<file path="config.mk">
export PLATFORM = sky130hd
export DESIGN_NAME = ring_monitor
export DESIGN_NICKNAME = d
export VERILOG_FILES = /design/src/rtl/ring_mon_pkg.sv /design/src/rtl/onehot_enc.sv /design/src/rtl/ring_monitor.sv
export SDC_FILE = /design/constraint.sdc
export NUM_CORES = 1
export LEC_CHECK = 0
export CAP_MARGIN = 20
export CORE_ASPECT_RATIO = 1.75
export CORE_UTILIZATION = 35
export CTS_CLUSTER_SIZE = 40
export DETAILED_ROUTE_END_ITERATION = 7
export DONT_BUFFER_PORTS = 1
export GPL_TIMING_DRIVEN = 0
export PLACE_DENSITY = 0.58
export REMOVE_ABC_BUFFERS = 1
export SYNTH_ARGS = -nofsm -noshare
export SYNTH_HDL_FRONTEND = slang
export SYNTH_SLANG_ARGS = --single-unit
</file>
<file path="constraint.sdc">
create_clock -name clock -period 1.9 [get_ports clock]
set_input_delay 0.095 -clock clock [delete_from_list [all_inputs] [get_ports clock]]
set_output_delay 0.095 -clock clock [all_outputs]
set_load 0.005 [all_outputs]
</file>
<file path="src/rtl/ring_mon_pkg.sv">
// Shared types and helpers for the rotating one-hot counter monitor.
package ring_mon_pkg;

  typedef enum logic [0:0] {
    UNLOCKED = 1'b0,
    LOCKED   = 1'b1
  } state_e;

  localparam logic DIR_LEFT  = 1'b1;
  localparam logic DIR_RIGHT = 1'b0;

  // Widest counter rot() supports; callers zero-extend and slice back down.
  localparam int RM_MAX_W = 32;

  // Rotate the low w bits of c by one position in the given direction.
  function automatic logic [RM_MAX_W-1:0] rot(input logic [RM_MAX_W-1:0] c,
                                              input int unsigned       w,
                                              input logic              dir);
    logic [RM_MAX_W-1:0] mask;
    mask = ~({RM_MAX_W{1'b1}} << w);
    rot  = '0;
    case (dir)
      DIR_LEFT:  rot = ((c << 1) | (c >> (w - 1))) & mask;
      DIR_RIGHT: rot = ((c >> 1) | (c << (w - 1))) & mask;
      default:   rot = '0;
    endcase
  endfunction

endpackage

</file>
<file path="src/rtl/onehot_enc.sv">
// Combinational one-hot validity check and binary index encoder.
module onehot_enc #(
  parameter int WIDTH = 4,
  parameter int IDX_W = $clog2(WIDTH)
) (
  input  logic [WIDTH-1:0] data,
  output logic             onehot,
  output logic [IDX_W-1:0] idx
);

  assign onehot = (data != '0) && ((data & (data - 1'b1)) == '0);

  // NOTE: idx gets a default before the loop so every path assigns it and no latch is inferred.
  always_comb begin
    idx = '0;
    for (int i = 0; i < WIDTH; i++) begin
      if (data[i]) idx = idx | IDX_W'(i);
    end
  end

endmodule

</file>
<file path="src/rtl/ring_monitor.sv">
// Passive checker for a rotating one-hot counter bus.
// Define RING_MON_CAPT_EN to capture expected/observed values on each violation.
module ring_monitor
  import ring_mon_pkg::*;
#(
  parameter int WIDTH = 4,
  parameter int ERR_W = 8
) (
  input  logic                     clock,
  input  logic                     reset,
  input  logic                     valid,
  input  logic                     load,
  input  logic                     mod,
  input  logic [WIDTH-1:0]         data,
  output logic                     locked,
  output logic [$clog2(WIDTH)-1:0] pos,
  output logic                     err,
  output logic [ERR_W-1:0]         err_count,
  output logic [WIDTH-1:0]         err_exp,
  output logic [WIDTH-1:0]         err_obs
);

  localparam int IDX_W = $clog2(WIDTH);

  state_e             state_q, state_d;
  logic [WIDTH-1:0]   ref_q, ref_d;
  logic [IDX_W-1:0]   pos_q, pos_d;
  logic               err_q, err_d;
  logic [ERR_W-1:0]   err_count_q;

  logic               data_onehot;
  logic [IDX_W-1:0]   data_idx;
  logic [RM_MAX_W-1:0] exp_full;
  logic [WIDTH-1:0]   exp_val;

  onehot_enc #(.WIDTH(WIDTH), .IDX_W(IDX_W)) u_enc (
    .data   (data),
    .onehot (data_onehot),
    .idx    (data_idx)
  );

  assign exp_full = rot(RM_MAX_W'(ref_q), WIDTH, mod);
  assign exp_val  = exp_full[WIDTH-1:0];

  always_comb begin
    state_d = state_q;
    ref_d   = ref_q;
    pos_d   = pos_q;
    err_d   = 1'b0;
    if (valid) begin
      case (state_q)
        UNLOCKED: begin
          if (data_onehot) begin
            ref_d   = data;
            pos_d   = data_idx;
            state_d = LOCKED;
          end
        end
        LOCKED: begin
          if (load) begin
            if (data_onehot) begin
              ref_d = data;
              pos_d = data_idx;
            end else begin
              err_d   = 1'b1;
              state_d = UNLOCKED;
            end
          end else if (data == exp_val) begin
            ref_d = data;
            pos_d = data_idx;
          end else if (data_onehot) begin
            // Resync onto the observed value so one glitch is reported once.
            err_d = 1'b1;
            ref_d = data;
            pos_d = data_idx;
          end else begin
            err_d   = 1'b1;
            state_d = UNLOCKED;
          end
        end
        default: state_d = UNLOCKED;
      endcase
    end
  end

  // NOTE: state registers use non-blocking assignments so every flop samples pre-edge values.
  always_ff @(posedge clock or posedge reset) begin
    if (reset) begin
      state_q     <= UNLOCKED;
      ref_q       <= '0;
      pos_q       <= '0;
      err_q       <= 1'b0;
      err_count_q <= '0;
    end else begin
      state_q <= state_d;
      ref_q   <= ref_d;
      pos_q   <= pos_d;
      err_q   <= err_d;
      if (err_d && !(&err_count_q)) err_count_q <= err_count_q + 1'b1;
    end
  end

  assign locked    = (state_q == LOCKED);
  assign pos       = pos_q;
  assign err       = err_q;
  assign err_count = err_count_q;

`ifdef RING_MON_CAPT_EN
  logic [WIDTH-1:0] cap_exp;
  logic [WIDTH-1:0] err_exp_q, err_obs_q;

  // A load violation has no rotation to predict, so the held reference stands in.
  assign cap_exp = load ? ref_q : exp_val;

  always_ff @(posedge clock or posedge reset) begin
    if (reset) begin
      err_exp_q <= '0;
      err_obs_q <= '0;
    end else if (err_d) begin
      err_exp_q <= cap_exp;
      err_obs_q <= data;
    end
  end

  assign err_exp = err_exp_q;
  assign err_obs = err_obs_q;
`else
  assign err_exp = '0;
  assign err_obs = '0;
`endif

endmodule
</file>
==> impl_metrics.env <==
export IMPL_cap_violations=0
export IMPL_rsz0062_at_grt="yes"
export IMPL_path_class="reg2reg"
export IMPL_run_status="complete, but fails checks"
export IMPL_die_w_um=42.9
export IMPL_fin_crit_sh=1.00
export IMPL_rr_worst_depth=6
export IMPL_syn_to_final_growth_pct=14.5
export IMPL_synthArstFlopShare=1.00
export IMPL_synth_common_cells="dfrtp_1 (16), buf_4 (8), xnor2_1 (7), and3_1 (6), nor2_1 (6)"
export IMPL_synth_ff_type="dfrtp_1"
export IMPL_drtPass1Iterations=4
export IMPL_synth_compound_area_frac=0.100
export IMPL_synth_warnings=0
export IMPL_die_area_um2=3150
export IMPL_globalplace_congestion=0.759
export IMPL_crit_arrival_ps=2030
export IMPL_cts_tree="built"
export IMPL_finClkSkew_ps=0.920
export IMPL_syn_avg_cell_area_um2=10.3
export IMPL_syn_cell_area_um2=1020
export IMPL_root_buffer="clkbuf_8"
export IMPL_dp_hpwl_um=1440
export IMPL_crit_path_max_incr_delay_ps=450
export IMPL_tightest_slew_ps=605
export IMPL_grt_pass1_vias=806
export IMPL_grt_ovfl_total=0
export IMPL_ys_ff_latch=16
export IMPL_drtAntennaViolNets=0
export IMPL_synthAdderAreaFrac=0.0122
export IMPL_stdcell_count=134
export IMPL_post_route_drc_count=0
export IMPL_fmax_mhz=525
export IMPL_synth_xor_area_frac=0.0685
export IMPL_muxShareOfSynthArea=0.0929
export IMPL_dp_cells=122
export IMPL_grtUsageTotal=0.136
export IMPL_violations="negative setup slack"
export IMPL_yosys_cell_count_top_type="dfrtp_1"
export IMPL_path_clk_slew_ps=60
export IMPL_worstPathMaxFanout=7
export IMPL_vias=775
export IMPL_synth_top_cell_area_share=0.391
export IMPL_initial_core_util=0.372
export IMPL_power_leakage_nw=0.518
export IMPL_synthSimpleGateAreaFrac=0.232
export IMPL_worstPathCellList="nor4bb_2, o21ai_1, a31oi_2, a31oi_2, nor2b_4, mux2_4"
export IMPL_fp_dieH_um=73.5
export IMPL_cts_sinks=16
export IMPL_ios=29
export IMPL_grt_max_degree=17
export IMPL_via_per_inst=5.78
export IMPL_antenna_found_initial=0
export IMPL_insertion_delay_ps=240
export IMPL_n_antenna_cell=0
export IMPL_io_buffers=0
export IMPL_coreArea_um2=2750
export IMPL_cp_common_cell="a31oi_2"
export IMPL_grt_first_pass_wirelength_um=3330
export IMPL_hold_path_cell_count=1
export IMPL_setup_violations=1
export IMPL_holdCritPathClass="in2reg"
export IMPL_drive_gt1_frac=0.234
export IMPL_nFillCells=277
export IMPL_yosys_top_cells_area="dfrtp_1 (39%), mux2_4 (7.3%), xnor2_1 (6.0%), buf_4 (5.9%), and3_1 (3.7%)"
export IMPL_placementRows=25
export IMPL_synth_top_family_by_area="simple AND/OR/NAND/NOR gates"
export IMPL_irDropWorstVdd_mv=0.336
export IMPL_max_slew_margin=0.596
export IMPL_htreeDepth=1
export IMPL_worstSetupStartpointType="flip-flop"
export IMPL_drt_total_wl_um=2050
export IMPL_cts_buffer_depth=2
export IMPL_nNetsFinal=119
export IMPL_slowest_stage="dfrtp_2"
export IMPL_synthDistinctLibCells=35
export IMPL_end_kind="flip-flop"
export IMPL_synth_edf_count=0
export IMPL_powerDensity_nw_per_um2=886
export IMPL_finalCriticalPeriod_ps=1900
export IMPL_synthCells=99
export IMPL_drtIter0Drc=14
export IMPL_worstPathRequired_ps=2020
export IMPL_yosysSeqAreaShare=0.391
export IMPL_fin_total_pwr_mw=1.04
export IMPL_hold_viol=0
export IMPL_post_route_worst_setup_slack_ps=-3.47
export IMPL_wl_per_cell_um=15.3
export IMPL_cts_buffers=3
export IMPL_synth_top_area_cell="dfrtp_1"
export IMPL_drv_slew=0
[cells in the final DEF, fill, tap and decap left out, drive strengths merged, types with 4 or more instances in the layout]
cell	instances
nor2	6
dfrtp	16
dlygate4sd3	6
conb	8
mux2	5
nand4	4
nand3	5
inv	4
xnor2	7
and3	6
o21ai	6
[repair_timing]
| action | in CTS | in global routing |
|---|---|---|
| setup endpoints to repair | 6 | 7 |
| hold endpoints to repair | 21 | 0 |
| hold buffers | 6 | 0 |
| pin swaps | 0 | 2 |
| resized for setup | 3 | 10 |
| setup buffers | 1 | 2 |
[per-layer routing]
| metal | vias to the layer above | GRT usage | part of all wire | wire length [um] |
|---|---|---|---|---|
| met5 | - | 0 | 0 | 0 |
| met4 | 0 | 0.0521 | 0.0049 | 10 |
| met3 | 2 | 0.0221 | 0.059 | 122 |
| met2 | 25 | 0.253 | 0.54 | 1120 |
| met1 | 390 | 0.151 | 0.39 | 801 |
| li1 | 358 | - | - | - |
[layout make-up]
class | count | area, um2 | share of cell area
sequential | 16 | 404 | 0.345
clock buffer | 3 | 41.3 | 0.0352
tap | 27 | 33.8 | 0.0288
inverter | 4 | 15.0 | 0.0128
timing repair buffer | 9 | 86.3 | 0.0736
multi-input combinational | 75 | 592 | 0.505
[critical path: cells and delay by family (launching register included)]
| kind | cells | cell delay (ps) |
|---|---|---|
| and+or+nand+nor | 2 | 520 |
| muxes | 1 | 330 |
| AOI/OAI and AO/OA | 3 | 480 |
| DFF | 1 | 450 |
[sequential cells by signal (all words and copies together) (netlist names)]
name and flops:
err 1, err_count 8, locked 1, pos 2, ref_q 4
[final timing paths]
kind,from,end,slack [ps]
worst max-delay path,ref_q[0],ref_q[2],-3
worst min-delay path,valid,err,10
worst max register to register,ref_q[0],ref_q[2],-3
worst min register to register,err_count[7],err_count[7],530
max in group asynchronous,reset,ref_q[1],1110
min in group asynchronous,reset,err_count[4],360
[power by group]
group / switching [mW] / internal [mW]
Sequential: 0.112 / 0.421
Combinational: 0.102 / 0.163
Clock: 0.0995 / 0.140
Total: 0.314 / 0.725
[kinds of logic (layout without fill, tap and decap cells)]
group           count (synthesis)  after routing
fa+ha+maj                       1              1
buf+inv                        15             16
compound gates                 14             14
mux                             7              7
xor+xnor                        8              8
simple gates                   37             37
flops                          16             16
other cells                     1              8
[metrics by stage]
stage	hold slack [ps]	setup TNS, ps	instance area [um2]	setup WS [ps]	utilization
2_1_floorplan	8.74	-300	963	-75.1	-
3_3_place_gp	81.6	-1450	997	-290	0.362
3_5_place_dp	95.1	-1590	997	-314	0.362
4_1_cts	11.5	0	1110	5.73	0.405
5_1_grt	12.4	-457	1170	-87.9	0.426
6_report	12.6	-3.47	1170	-3.47	0.426
No activity file was read; power rests on OpenSTA's default activity.
